## src/rtl/rx_bitalign_seq_pkg.sv

```systemverilog
// Shared state encoding and counter widths for the RX bit-align lane sequencer.
package rx_bitalign_seq_pkg;

  localparam int LANE_IDX_W = 3;
  localparam int RETRY_W    = 3;

  typedef enum logic [2:0] {
    IDLE,
    WAIT_LOCK,
    SELECT,
    ARM,
    WAIT_CLR,
    WAIT_DONE,
    NEXT,
    COMPLETE
  } seq_state_t;

endpackage

```

## src/rtl/rx_bitalign_seq_timer.sv

```systemverilog
// Up-counter with synchronous clear (priority) and enable; tc flags count == all ones.
module rx_bitalign_seq_timer #(
  parameter int W = 20
) (
  input  logic clk,
  input  logic rst,
  input  logic clr,
  input  logic en,
  output logic tc
);

  logic [W-1:0] cnt;

  always_ff @(posedge clk or posedge rst) begin
    if (rst) begin
      cnt <= '0;
    end else if (clr) begin
      cnt <= '0;
    end else if (en) begin
      cnt <= cnt + W'(1);
    end
  end

  assign tc = &cnt;

endmodule

```

## src/rtl/rx_bitalign_lane_sequencer.sv

```systemverilog
// Trains RX lanes one at a time (lowest first) with retry/timeout and reports aggregate lock.
// Optional macro RX_ALGN_PERIODIC_RETRAIN_EN adds a periodic retrain timer running in COMPLETE.
module rx_bitalign_lane_sequencer
  import rx_bitalign_seq_pkg::*;
#(
  parameter int NUM_LANES = 4,
  parameter int MAX_RETRY = 3,
  parameter int RSTRT_CYC = 4,
  parameter int TMO_W     = 20,
  parameter int RETRAIN_W = 24
) (
  input  logic                  SCLK,
  input  logic                  RESET,
  input  logic                  PLL_LOCK,
  input  logic                  TRNG_REQ,
  input  logic [NUM_LANES-1:0]  LANE_MASK,
  input  logic [NUM_LANES-1:0]  LANE_DONE,
  input  logic [NUM_LANES-1:0]  LANE_ERR,
  output logic [NUM_LANES-1:0]  LANE_RSTRT,
  output logic [NUM_LANES-1:0]  LANE_HOLD,
  output logic [NUM_LANES-1:0]  LANE_FAIL,
  output logic [LANE_IDX_W-1:0] CUR_LANE,
  output logic                  TRNG_BUSY,
  output logic                  ALL_LOCKED
);

  localparam int RC_W = $clog2(RSTRT_CYC + 1);
  localparam logic [NUM_LANES-1:0] LANE0 = NUM_LANES'(1);

  seq_state_t           state;
  logic [RETRY_W-1:0]   retry_cnt;
  logic [RC_W-1:0]      rstrt_cnt;
  logic [NUM_LANES-1:0] mask_q;
  logic [NUM_LANES-1:0] passed;
  logic [NUM_LANES-1:0] sel_oh;
  logic [NUM_LANES-1:0] nxt_oh;
  logic                 cur_done;
  logic                 cur_err;
  logic                 cur_masked;
  logic                 cur_last;
  logic                 retry_ok;
  logic                 tmo_tc;
  logic                 attempt_fail;
  logic                 start;

  assign sel_oh     = LANE0 << CUR_LANE;
  assign nxt_oh     = sel_oh << 1;
  assign cur_done   = |(LANE_DONE & sel_oh);
  assign cur_err    = |(LANE_ERR & sel_oh);
  assign cur_masked = |(mask_q & sel_oh);
  assign cur_last   = (CUR_LANE == LANE_IDX_W'(NUM_LANES - 1));
  assign retry_ok   = (retry_cnt < RETRY_W'(MAX_RETRY));

  // ERR wins over DONE; a timeout only counts when DONE has not arrived.
  assign attempt_fail = ((state == WAIT_CLR) && tmo_tc) ||
                        ((state == WAIT_DONE) && (cur_err || (!cur_done && tmo_tc)));

  rx_bitalign_seq_timer #(.W(TMO_W)) u_tmo (
    .clk (SCLK),
    .rst (RESET),
    .clr (state == ARM),
    .en  ((state == WAIT_CLR) || (state == WAIT_DONE)),
    .tc  (tmo_tc)
  );

`ifdef RX_ALGN_PERIODIC_RETRAIN_EN
  logic retrain_tc;

  rx_bitalign_seq_timer #(.W(RETRAIN_W)) u_retrain (
    .clk (SCLK),
    .rst (RESET),
    .clr (state != COMPLETE),
    .en  (state == COMPLETE),
    .tc  (retrain_tc)
  );

  assign start = TRNG_REQ | retrain_tc;
`else
  localparam int unused_retrain_w = RETRAIN_W;

  assign start = TRNG_REQ;
`endif

  always_ff @(posedge SCLK or posedge RESET) begin
    if (RESET) begin
      state      <= IDLE;
      CUR_LANE   <= '0;
      retry_cnt  <= '0;
      rstrt_cnt  <= '0;
      mask_q     <= '0;
      passed     <= '0;
      LANE_RSTRT <= '0;
      LANE_HOLD  <= '1;
      LANE_FAIL  <= '0;
      TRNG_BUSY  <= 1'b0;
      ALL_LOCKED <= 1'b0;
    end else if ((state != IDLE) && !PLL_LOCK) begin
      // Lock loss aborts the attempt in flight; the pass restarts from lane 0 on relock.
      state      <= WAIT_LOCK;
      CUR_LANE   <= '0;
      retry_cnt  <= '0;
      passed     <= '0;
      LANE_RSTRT <= '0;
      LANE_HOLD  <= '1;
      LANE_FAIL  <= '0;
      TRNG_BUSY  <= 1'b1;
      ALL_LOCKED <= 1'b0;
    end else begin
      case (state)
        IDLE, COMPLETE: begin
          if (start) begin
            state      <= WAIT_LOCK;
            mask_q     <= LANE_MASK;
            CUR_LANE   <= '0;
            retry_cnt  <= '0;
            passed     <= '0;
            LANE_FAIL  <= '0;
            LANE_HOLD  <= '1;
            TRNG_BUSY  <= 1'b1;
            ALL_LOCKED <= 1'b0;
          end
        end
        WAIT_LOCK: begin
          state     <= SELECT;
          LANE_HOLD <= cur_masked ? '1 : ~sel_oh;
        end
        SELECT: begin
          if (cur_masked) begin
            state <= NEXT;
          end else begin
            state      <= ARM;
            LANE_RSTRT <= sel_oh;
            rstrt_cnt  <= '0;
          end
        end
        ARM: begin
          if (rstrt_cnt == RC_W'(RSTRT_CYC - 1)) begin
            state      <= WAIT_CLR;
            LANE_RSTRT <= '0;
          end else begin
            rstrt_cnt <= rstrt_cnt + RC_W'(1);
          end
        end
        WAIT_CLR, WAIT_DONE: begin
          if (attempt_fail) begin
            if (retry_ok) begin
              state      <= ARM;
              retry_cnt  <= retry_cnt + RETRY_W'(1);
              LANE_RSTRT <= sel_oh;
              rstrt_cnt  <= '0;
            end else begin
              state     <= NEXT;
              LANE_FAIL <= LANE_FAIL | sel_oh;
            end
          end else if (state == WAIT_CLR) begin
            // A DONE left over from an earlier pass must drop before it can count.
            if (!cur_done) state <= WAIT_DONE;
          end else if (cur_done) begin
            state  <= NEXT;
            passed <= passed | sel_oh;
          end
        end
        NEXT: begin
          retry_cnt <= '0;
          if (cur_last) begin
            state      <= COMPLETE;
            TRNG_BUSY  <= 1'b0;
            ALL_LOCKED <= ~|LANE_FAIL;
            LANE_HOLD  <= ~passed;
          end else begin
            state     <= SELECT;
            CUR_LANE  <= CUR_LANE + LANE_IDX_W'(1);
            LANE_HOLD <= |(mask_q & nxt_oh) ? '1 : ~nxt_oh;
          end
        end
        default: state <= IDLE;
      endcase
    end
  end

endmodule

```

## config.mk

```make
export PLATFORM = sky130hd
export DESIGN_NAME = rx_bitalign_lane_sequencer
export DESIGN_NICKNAME = d
export VERILOG_FILES = /design/src/rtl/rx_bitalign_seq_pkg.sv /design/src/rtl/rx_bitalign_seq_timer.sv /design/src/rtl/rx_bitalign_lane_sequencer.sv
export SDC_FILE = /design/constraint.sdc
export NUM_CORES = 1
export LEC_CHECK = 0
export CAP_MARGIN = 10
export CORE_MARGIN = 2
export CORE_UTILIZATION = 52
export DETAILED_ROUTE_END_ITERATION = 8
export GPL_ROUTABILITY_DRIVEN = 0
export PLACE_DENSITY_LB_ADDON = 0.08
export SETUP_SLACK_MARGIN = 0.5
export SLEW_MARGIN = 20
export SYNTH_ARGS = -nofsm -noshare
export SYNTH_HDL_FRONTEND = slang
export SYNTH_HIERARCHICAL = 1
export SYNTH_SLANG_ARGS = --single-unit
```

## constraint.sdc

```tcl
create_clock -name SCLK -period 3 [get_ports SCLK]
set_input_delay 0.6 -clock SCLK [delete_from_list [all_inputs] [get_ports SCLK]]
set_output_delay 0.6 -clock SCLK [all_outputs]
set_load 0.1 [all_outputs]
```

==> summary.md <==
| Metric | Value |
|---|---|
| Post-Layout Cell Count | `475` |
| Overflow after GRT | `0` |
| Post-synth top flop | `dfrtp_1` |
| Port bufs | `32` |
| Mapped Avg Cell Area | `9.62 um^2` |
| FF+latch count, synth | `54` |
| Number of diodes | `0` |
| Core ar. | `6030 um^2` |
| Most common cell after layout, fill and taps aside | `buf_4` |
| Final ANT Viol Nets | `0` |
| Crit path DAT | `2.66 ns` |
| Crit path max-delay family | `simple AND/OR/NAND/NOR gates` |
| Synth area leaders | `dfrtp_1, nand2_1, ha_1, dfstp_2, nor2_1` |
| Number of global-route vias before repair | `2718` |
| Async set-reset flop share out of synthesis | `100%` |
| Cts bufs inserted | `5` |
| Final setup vio count | `0` |
| Post-synthesis sequential area ratio | `41.3%` |
| CTS tree | `yes` |
| Slowest Stage Delay on Critical Path | `0.40 ns` |
| Cell chain of the critical path | `nand4_1, or2_4, nor4_4, o2111a_2, o211ai_4, a2111oi_4, buf_4, mux2_1` |
| Post-route cell area | `4040 um^2` |
| Startpoint types | `flip-flop` |
| Final Hold Fails | `0` |
| Average wire per standard cell | `17.4 um` |
| Die X | `83.4 um` |
| Worst Path Class, Setup | `flip-flop to flip-flop` |
| Hold crit path type | `flip-flop to flip-flop` |
| Top Ports | `33` |
| H-tree depth | `2` |
| Area share of the largest cell type after synthesis | `38.1%` |
| Post-Route WL | `8280 um` |
| GRT Overall Usage | `23.7%` |
| Max VDD drop | `477 uV` |
| Max Cap Violations | `0` |
| Most frequent cells in the layout | `buf_4, dfrtp_1, nand2_1` |
| Core Rows | `28` |
| FF/Latch Area | `1370 um^2` |
| RSZ-0062 raised after global routing | `true` |
| Max frequency | `409 MHz` |
| Actual slew at the worst max-slew pin | `0.770 ns` |
| Crit end category | `flip-flop` |
| CP bufs+invs | `1` |
| Starting density of the core | `54.4%` |
| Syn nets | `366` |
| Die Y | `83.4 um` |
| CP Max Fanout | `4` |
| Clock Skew | `0.00850 ns` |
| TritonRoute pass-1 iters | `7` |
| Slew Viols, Final | `0` |
| # fillers | `493` |
| Dpl hpwl | `5760 um` |
| Cell count after synthesis | `341` |
| Largest net degree at the start of global routing | `35` |
| Synthesized cell area | `3280 um^2` |
| Worst skew pair latency | `0.32 ns` |
| Hold_buf cts | `0` |
| Yosys warnings | `6` |
| Status | `completed` |
| Final total power | `0.00273 W` |
| Largest area contributor in the netlist | `dfrtp_1` |
| Area growth from synthesis to layout | `23.0%` |
| Layout cell share with drive strength beyond 1 | `28.7%` |
| # DRC | `0` |
| Die area | `6960 um^2` |
| Post-layout net count | `424` |
| Final period util | `81.5%` |
| Vias | `2935` |
| Area after DPL | `3690 um^2` |
| Placed Cells | `445` |
| Post-synth cell types | `78` |
| First-pass GRT wire length | `13500 um` |
| Drt initial violations | `214` |
| CTS Root Cell | `clkbuf_8` |
| Slew headroom | `48.6%` |
| Clock transition at path regs | `0.11 ns` |
| Max Buffers Root-to-Sink | `2` |
| Minimum clock period | `2.44 ns` |
| Crit-path slowest cell | `dfrtp_1` |
| Setup TNS | `0 ns` |
| Final hold slack | `0.499 ns` |
| Area of the multi-input gates | `1850 um^2` |
| Data required, critical path | `3.21 ns` |
| EDFF count, synth | `0` |
| PD cells | `677 nW/um^2` |
| Vias per std cell | `6.18` |
| CTS Sinks | `54` |
| Initial antenna violation count | `0` |
| Leak | `1.73 nW` |
cells in the mapped netlist (6+ instances only):
master / count
nand3_1: 16
ha_1: 9
nor2_1: 27
a21oi_1: 16
or4_1: 7
nor3_1: 6
nand2_1: 32
o31ai_1: 9
clkbuf_1: 8
mux2_2: 7
dfrtp_1: 50
inv_1: 20
o21ai_0: 10
cells by family (layout without fill, tap and decap cells):
| kind of cell | Yosys count | after routing | share of synthesized area, % |
|---|---|---|---|
| compound gates | 93 | 93 | 22.8 |
| buf+inv | 37 | 96 | 4.88 |
| flops | 54 | 54 | 41.3 |
| simple gates | 125 | 125 | 20.4 |
| mux | 14 | 14 | 4.69 |
| xor+xnor | 9 | 9 | 2.40 |
| fa+ha+maj | 9 | 9 | 3.43 |
path summary, 6_finish.rpt:
kind	startpoint	endpoint	slack, ns	cells past startpoint
worst max-delay path	u_tmo/cnt[11]	LANE_RSTRT[0]	0.56	8
worst min-delay path	LANE_FAIL[0]	ALL_LOCKED	0.50	1
worst max register to register	u_tmo/cnt[11]	LANE_RSTRT[0]	0.56	8
worst min register to register	LANE_FAIL[0]	ALL_LOCKED	0.50	1
max in group asynchronous	RESET	u_tmo/cnt[15]	1.78	2
min in group asynchronous	RESET	state[1]	0.70	3
where the power goes:
| group | total, W | internal [W] | switching (W) |
|---|---|---|---|
| registers | 0.000945 | 0.000840 | 0.000105 |
| logic | 0.00135 | 0.000527 | 0.000823 |
| clock network | 0.000437 | 0.000172 | 0.000264 |
per-layer routing:
layer / up-vias / routed length (um) / track usage [%]
li1: 1390 / - / -
met1: 1436 / 3920 / 34.8
met2: 97 / 3760 / 35.9
met3: 12 / 495 / 5.86
met4: 0 / 106 / 5.28
met5: - / 0 / 0
repair_timing:
action / CTS / global route
setup buffers: 16 / 6
endpoints found under the setup margin: 8 / 20
resized for setup: 2 / 19
pin swaps: 6 / 8
area by class of cell:
cell class,instances,share of cell area [%]
clock buffers,5,1.70
clock inverters,3,0.651
inverters,21,2.17
multi-input cells,250,45.9
flip-flops and latches,54,33.9
well taps,75,2.32
repair buffers,67,13.4
flip-flops by register name (all words and copies together) (netlist names):
| signal | cells |
|---|---|
| LANE_RSTRT | 4 |
| u_tmo/cnt | 20 |
| ALL_LOCKED | 1 |
| CUR_LANE | 3 |
| mask_q | 4 |
| retry_cnt | 3 |
| LANE_HOLD | 4 |
| rstrt_cnt | 3 |
| TRNG_BUSY | 1 |
| passed | 4 |
| state | 3 |
| LANE_FAIL | 4 |
through the flow:
stage / util (%) / setup slack (ns)
after floorplan: - / 0.507
after global placement: 61.3 / 0.383
after detailed placement: 61.3 / 0.327
after CTS: 65.0 / 0.517
after global routing: 67.0 / 0.426
final: 67.0 / 0.555
Note: power is estimated with default switching activity, not from simulation.
